$ cat config.mk
export PLATFORM = sky130hd
export DESIGN_NAME = pmbus_target_responder
export DESIGN_NICKNAME = d
export VERILOG_FILES = /design/src/rtl/pmbus_target_responder.sv
export SDC_FILE = /design/constraint.sdc
export NUM_CORES = 1
export LEC_CHECK = 0
export BUFFER_PORTS_ARGS = -buffer_cell sky130_fd_sc_hd__buf_2
export CELL_PAD_IN_SITES_DETAIL_PLACEMENT = 2
export CELL_PAD_IN_SITES_GLOBAL_PLACEMENT = 2
export CORE_MARGIN = 2
export CORE_UTILIZATION = 45
export DETAILED_ROUTE_END_ITERATION = 12
export PLACE_DENSITY_LB_ADDON = 0.08
export SETUP_SLACK_MARGIN = 0.1
export SYNTH_ARGS = -nofsm -noshare
export SYNTH_HDL_FRONTEND = slang
export SYNTH_SLANG_ARGS = --single-unit
$ cat constraint.sdc
create_clock -name I_CLK_4M -period 4.8 [get_ports I_CLK_4M]
set_input_delay 0.72 -clock I_CLK_4M [delete_from_list [all_inputs] [get_ports I_CLK_4M]]
set_output_delay 0.72 -clock I_CLK_4M [all_outputs]
set_load 0.01 [all_outputs]
$ cat src/rtl/pmbus_target_responder.sv
// Oversampled PMBus/I2C target with a 16-byte register bank.
// Answers byte/word/block writes and pointer-then-read transfers with repeated start.
//
// state     | meaning
// ----------+-------------------------------------------------------------
// IDLE      | SDA released, waiting for START
// ADDR      | shifting in the 8-bit address byte
// ACK       | driving ACK: low on first SCL fall, release on second
// CMD       | shifting in the command byte (low nibble becomes ptr)
// WDATA     | shifting in a data byte, written to bank[ptr]
// RDATA     | driving tx byte MSB first, one bit per SCL fall
// RACK      | sampling master ACK/NACK after a read byte
// IDLE_WAIT | master NACKed a read, waiting for STOP or START
`timescale 1ns/1ps
module pmbus_target_responder #(
    parameter logic [6:0]   TARGET_ADDR = 7'h24,
    parameter logic [127:0] BANK_INIT   = 128'h0
) (
    input  logic       I_CLK_4M,
    input  logic       I_rst_n,
    input  logic       I_SCL,
    input  logic       I_SDA,
    output logic       O_SDA_oe,
    output logic       O_wr_pulse,
    output logic [7:0] O_wr_cmd,
    output logic [7:0] O_wr_data,
    output logic       O_stop_pulse,
    output logic       O_busy
);

    typedef enum logic [3:0] {
        ST_IDLE,
        ST_ADDR,
        ST_ACK,
        ST_CMD,
        ST_WDATA,
        ST_RDATA,
        ST_RACK,
        ST_IDLE_WAIT
    } state_t;

    state_t      state;
    state_t      ack_next;
    logic        ack_drv;
    logic [2:0]  scl_q;
    logic [2:0]  sda_q;
    logic [3:0]  bit_cnt;
    logic [6:0]  shreg;
    logic [7:0]  tx;
    logic [3:0]  ptr;
    logic [7:0]  bank [16];

    logic        sda_bit;
    logic        scl_rise;
    logic        scl_fall;
    logic        start_evt;
    logic        stop_evt;
    logic [7:0]  rx_byte;

    // index 1 is the synchronized level, index 2 the previous one for edges
    assign sda_bit   = sda_q[1];
    assign scl_rise  =  scl_q[1] & ~scl_q[2];
    assign scl_fall  = ~scl_q[1] &  scl_q[2];
    assign start_evt =  scl_q[1] &  sda_q[2] & ~sda_q[1];
    assign stop_evt  =  scl_q[1] & ~sda_q[2] &  sda_q[1];
    assign rx_byte   = {shreg, sda_bit};

    always_ff @(posedge I_CLK_4M) begin
        if (!I_rst_n) begin
            scl_q        <= 3'b111;
            sda_q        <= 3'b111;
            state        <= ST_IDLE;
            ack_next     <= ST_IDLE;
            ack_drv      <= 1'b0;
            bit_cnt      <= 4'd0;
            shreg        <= 7'd0;
            tx           <= 8'd0;
            ptr          <= 4'd0;
            O_SDA_oe     <= 1'b0;
            O_wr_pulse   <= 1'b0;
            O_wr_cmd     <= 8'd0;
            O_wr_data    <= 8'd0;
            O_stop_pulse <= 1'b0;
            O_busy       <= 1'b0;
            for (int i = 0; i < 16; i++) begin
                bank[i] <= BANK_INIT[8*i +: 8];
            end
        end else begin
            scl_q        <= {scl_q[1:0], I_SCL};
            sda_q        <= {sda_q[1:0], I_SDA};
            O_wr_pulse   <= 1'b0;
            O_stop_pulse <= 1'b0;

            if (start_evt) begin
                state    <= ST_ADDR;
                bit_cnt  <= 4'd0;
                O_SDA_oe <= 1'b0;
                O_busy   <= 1'b0;
            end else if (stop_evt) begin
                state        <= ST_IDLE;
                O_SDA_oe     <= 1'b0;
                O_stop_pulse <= O_busy;
                O_busy       <= 1'b0;
            end else begin
                case (state)
                    ST_ADDR: begin
                        if (scl_rise) begin
                            shreg   <= rx_byte[6:0];
                            bit_cnt <= bit_cnt + 4'd1;
                            if (bit_cnt == 4'd7) begin
                                if (rx_byte[7:1] == TARGET_ADDR) begin
                                    state    <= ST_ACK;
                                    ack_drv  <= 1'b0;
                                    O_busy   <= 1'b1;
                                    ack_next <= rx_byte[0] ? ST_RDATA : ST_CMD;
                                    tx       <= bank[ptr];
                                end else begin
                                    state <= ST_IDLE;
                                end
                            end
                        end
                    end

                    ST_ACK: begin
                        if (scl_fall) begin
                            if (!ack_drv) begin
                                O_SDA_oe <= 1'b1;
                                ack_drv  <= 1'b1;
                            end else begin
                                bit_cnt  <= 4'd0;
                                state    <= ack_next;
                                O_SDA_oe <= (ack_next == ST_RDATA) ? ~tx[7] : 1'b0;
                            end
                        end
                    end

                    ST_CMD: begin
                        if (scl_rise) begin
                            shreg   <= rx_byte[6:0];
                            bit_cnt <= bit_cnt + 4'd1;
                            if (bit_cnt == 4'd7) begin
                                ptr      <= rx_byte[3:0];
                                state    <= ST_ACK;
                                ack_drv  <= 1'b0;
                                ack_next <= ST_WDATA;
                            end
                        end
                    end

                    ST_WDATA: begin
                        if (scl_rise) begin
                            shreg   <= rx_byte[6:0];
                            bit_cnt <= bit_cnt + 4'd1;
                            if (bit_cnt == 4'd7) begin
                                bank[ptr]  <= rx_byte;
                                O_wr_pulse <= 1'b1;
                                O_wr_cmd   <= {4'h0, ptr};
                                O_wr_data  <= rx_byte;
                                ptr        <= ptr + 4'd1;
                                state      <= ST_ACK;
                                ack_drv    <= 1'b0;
                                ack_next   <= ST_WDATA;
                            end
                        end
                    end

                    // bit_cnt counts rising edges; the MSB is already on the bus at entry
                    ST_RDATA: begin
                        if (scl_rise) begin
                            bit_cnt <= bit_cnt + 4'd1;
                        end else if (scl_fall) begin
                            if (bit_cnt == 4'd8) begin
                                O_SDA_oe <= 1'b0;
                                state    <= ST_RACK;
                            end else begin
                                O_SDA_oe <= ~tx[3'd7 - bit_cnt[2:0]];
                            end
                        end
                    end

                    ST_RACK: begin
                        if (scl_rise) begin
                            if (!sda_bit) begin
                                ptr     <= ptr + 4'd1;
                                tx      <= bank[ptr + 4'd1];
                                bit_cnt <= 4'd0;
                                state   <= ST_RDATA;
                            end else begin
                                state <= ST_IDLE_WAIT;
                            end
                        end
                    end

                    default: ;
                endcase
            end
        end
    end

endmodule

### Yosys cells after proc, flatten, opt, wreduce, memory -nomap -nowiden

Memories as Yosys holds them, arrays and structs flattened. A register that Yosys moved wholly into a read port is not among the register bits.
Cells that the tools add are included.
W data, S select, Z words.

* logic and storage cells: 169
* output and inout port bits: 20
* bits in read-only memories: 0
* bits in latches: 0
* RAM bits: 128
* register bits after elaboration: 54
* memories: 1
* bits of input ports: 4

Memories
* bank: depth 16, bits a word 8, read ports 2, clocked after memory_dff 1, write ports 16, line 51 `logic [7:0] bank [16];`

* multiply operators: 0
* muxes and demuxes: 70
* bitwise gates (word level): 15
* reduce and logical (&&, ||, !) cells: 26
* shift operators: 0
* div/mod/pow operators: 0
* add/subtract/negate cells: 3
* equal/unequal tests: 37
* order comparisons: 1

Operators by type and width (count)
* $mux W4: 29
* $mux W8: 6
* $ne A4 B4 Y1 const B: 8
* $ne A2 B2 Y1 const B: 14
* $mux W1: 24
* $pmux W4 S3: 2
* $reduce_and A11 Y1: 2
* $eq A4 B3 Y1 const B: 5
* $pmux W4 S5: 1
* $reduce_and A9 Y1: 2
* $pmux W8 S2: 1
* $reduce_and A8 Y1: 2
* $reduce_and A4 Y1: 3
* $not A1 Y1: 9
* $reduce_bool A3 Y1: 3
* $reduce_or A3 Y1: 3
* $add A4 B1 Y4 const B: 2
* $eq A4 B2 Y1 const B: 2
* $ne A4 B1 Y1 const B: 2
* $pmux W4 S2: 1
* $reduce_or A8 Y1: 1
* $eq A7 B6 Y1 const B: 1
* $reduce_and A7 Y1: 1
* $reduce_bool A7 Y1: 1
* 16 further kinds: 27

### Logic depth before layout (Yosys ltp)

* depth in word-level cells: 10
* gate-level depth with buffers: 11

### Worst setup path after synthesis

Ideal clock, no wire load.

* path type: reg-to-reg
* start point: reg ptr[0]
* end point: reg tx[1]
* slack: 1.861 ns
* required time: 4.683 ns
* buffers on the path: 4
* cell stages (with the launch flop): 11
* data arrival time: 2.821 ns
* cell sequence: dfxtp_1 clkbuf_1 buf_2 inv_1 ha_1 clkbuf_1 clkbuf_1 mux4_2 a31oi_1 o211ai_1 a32o_1

* longest elaborated chain between the ends: 5

RTL lines
* from (decl): line 50 `logic [3:0] ptr;`
* from (signal assigned): line 142 `ptr <= rx_byte[3:0];`
* from (signal assigned): line 159 `ptr <= ptr + 4'd1;`
* from (signal assigned): line 184 `ptr <= ptr + 4'd1;`
* $add A4 B1 Y4: line 185 `tx <= bank[ptr + 4'd1];`
* $mem_v2 Z16 W8
* $mux W8: line 183 `if (!sda_bit) begin`
* $mux W8: line 182 `if (scl_rise) begin`
* $pmux W8 S2: line 105 `case (state)`
* to (signal assigned): line 116 `tx <= bank[ptr];`
* to (signal assigned): line 185
* to (decl): line 49 `logic [7:0] tx;`

Every way passes these cells. The select of a mux whose other input is x is not followed.
A chain may end at the register's enable or synchronous reset.

==> impl_results.md <==
- Clk sinks: 184
- Vias in the first global route: 7391
- Post-synth ARST share: 0%
- Root Driver: clkbuf_16
- Clock Skew: 12.30 ps
- ANT cells: 0
- Total iterations of the first detailed-routing run: 4
- Max-cap viol count: 0
- Ys flop type: edfxtp_1
- Sequential area share after synthesis: 51.09%
- Buffers on Ports: 19
- Slew Viols, Final: 0
- Gr ovfl total: 0
- Status: finished clean
- Worst slew margin: 16.29%
- DR vias/cell: 6.405
- Fmax: 286.3 MHz
- TritonCTS Buffers: 17
- Number of synthesized flops with an enable pin: 128
- Initial core utilization: 46.08%
- Die height: 150.9 um
- # rows: 53
- CTS tree: done
- RSZ-0062 raised after global routing: false
- CP arrival: 3600 ps
- Setup TNS Final: 0 ps
- Peak supply drop: 0.1772 mV
- Final wirelength: 33300 um
- Initial DRC count: 574
- CP Data Required Time: 4910 ps
- Yosys warnings: 0
- Core footprint: 21090 um2
- Clock Path Buffers: 2
- Synthesized flop and latch total: 184
- Total vias in the final route: 6905
- Tmin final: 3493 ps
- Post-CTS setup buffer count: 0
- All-layer global routing usage: 30.69%
- Die ar.: 22780 um2
- Syn_area_per_cell: 12.33 um2
- Syn-to-layout area delta: 10.29%
- Share of cells above drive strength 1: 18.18%
- Mapped Cells: 788
- WL/cell: 30.89 um
- Post-route cell area: 10720 um2
- Clock Pin Slew Worst Setup and Hold Paths: 80 ps
- Worst slew pin tran: 1247 ps
- Worst R2R Path Depth: 5
- Power density over the cells: 319.4 nW/um2
- Synth cell types: 54
- Die width: 150.9 um
- Crit Path Category: register to register
- Placed Instance Area: 10100 um2
- First-pass GRT wire length: 49870 um
- Mapped Area: 9717 um2
- Period utilization: 72.77%
- Final Setup Violations: 0
- Largest net degree at the start of global routing: 39
- Initial antenna violation count: 0
- Final hold violations: 0
- Residual DRC: 0
- GPL Wtd Cong: 0.8853
- Nets@finish: 800
- Worst setup SP type: register
- Post-cts sizing count: 0
- CTS hold repair buffers: 0
- Final ANT Viol Nets: 0
- Dpl hpwl: 22810 um
- Hold Path Class: register to register
- Clock Latency Late Sink: 450 ps
- Ports: 24
- Crit. End Element: register
- Leakage Power: 3.531 nW
- Max H-tree Level: 4
- Worst-path maximum fanout: 21
- Hold Path Depth: 1
## cell usage in the layout, fill, tap and decap left out, drive strengths merged, types with 4 or more instances in the layout
cell type	Yosys	final
and2	131	131
edfxtp	128	128
mux4	56	56
dfxtp	56	56
mux2i	55	55
nor2	45	45
buf	17	42
o21ai	29	29
nand3	27	27
nand2	24	24
nand2b	23	23
inv	12	21
a21oi	17	17
clkbuf	45	17
a31oi	11	11
nor3	11	11
nor2b	9	9
o211ai	8	8
a22oi	8	8
a211oi	7	7
a32o	7	7
nand4	6	6
ha	6	6
clkinv	0	6
a221oi	5	5
a311oi	4	4
conb	1	4
## logic make-up (layout without fill, tap and decap cells)
logic type | count (synthesis) | after routing | synth area share (%)
AO/OA/AOI/OAI | 114 | 114 | 8.151
flip-flops | 184 | 184 | 51.09
other | 1 | 4 | 0.03859
XOR/XNOR | 5 | 5 | 0.4508
buffers and inverters | 74 | 86 | 3.129
AND/OR/NAND/NOR | 291 | 291 | 17.49
multiplexers | 113 | 113 | 18.88
adder cells (fa/ha/maj) | 6 | 6 | 0.7726
## state kept, by name, indices dropped and copies added (netlist names), 3 cells and up, named ones only
name	cells
state	3
shreg	7
O_wr_cmd	4
ptr	4
tx	8
bank	128
ack_next	3
bit_cnt	4
scl_q	3
O_wr_data	8
sda_q	3
## path summary, 6_finish.rpt
check           start         end  slack (ps)
min          sda_q[0]    sda_q[1]         430
min reg2reg  sda_q[0]    sda_q[1]         430
max reg2reg  state[2]  bank[0][3]        1310
max          state[2]  bank[0][3]        1310
## power breakdown
| group | switching, W | leakage [nW] | internal (W) | total (W) |
|---|---|---|---|---|
| Clock | 0.000768 | 0.301 | 0.000721 | 0.00149 |
| Combinational | 0.0000872 | 1.56 | 0.0000553 | 0.000142 |
| Sequential | 0.0000431 | 1.67 | 0.00175 | 0.00179 |
## metal layers
metal,vias up,part of all wire [%],global-route usage (%)
met5,-,0,0
met3,48,5.2,4.729
met1,3670,42,41.40
li1,2950,-,-
met2,237,50,51.25
met4,0,2.5,9.720
## critical path, cell delays in order, from the launching register on
cell	delay [ps]
dfxtp_1	760
or3b_1	500
a2111oi_4	800
nand3_4	210
nor3_2	440
nand2b_1	420
## metrics by stage
stage	setup slack (ps)	hold WS [ps]	instances	power (W)	util (%)
floorplan	1861	386.3	791	0.001892	-
global placement	1648	401.4	1046	0.001951	47.88
detailed placement	1381	418.2	1046	0.001965	47.88
CTS	1307	435.9	1078	0.003440	50.82
global route	1120	444.0	1078	0.003506	50.82
finish	1307	429.7	1078	0.003423	50.82
## cells in the mapped netlist, drive strengths merged, types with 7 or more instances
| cell | instances | area, um2 |
|---|---|---|
| a21oi | 17 | 85.08 |
| nand2b | 23 | 143.9 |
| and2 | 131 | 819.5 |
| a32o | 7 | 70.07 |
| inv | 12 | 45.04 |
| a22oi | 8 | 60.06 |
| nor3 | 11 | 75.07 |
| buf | 17 | 90.09 |
| mux4 | 56 | 1261 |
| a31oi | 11 | 68.82 |
| nand3 | 27 | 185.2 |
| mux2i | 55 | 550.5 |
| o211ai | 8 | 60.06 |
| nor2 | 45 | 168.9 |
| clkbuf | 45 | 168.9 |
| edfxtp | 128 | 3844 |
| a211oi | 7 | 52.55 |
| dfxtp | 56 | 1121 |
| nor2b | 9 | 56.30 |
| nand2 | 24 | 90.09 |
| o21ai | 29 | 145.1 |
## area by class of cell
| class | count | area [um2] |
|---|---|---|
| flip-flops and latches | 184 | 4967 |
| fillers | 2031 | 10370 |
| repair buffers | 42 | 280.3 |
| clock buffers | 17 | 425.4 |
| inverters | 12 | 45.04 |
| clock inverters | 15 | 195.2 |
| multi-input cells | 533 | 4459 |
| well taps | 275 | 344.1 |
No activity file was read; power rests on OpenSTA's default activity.
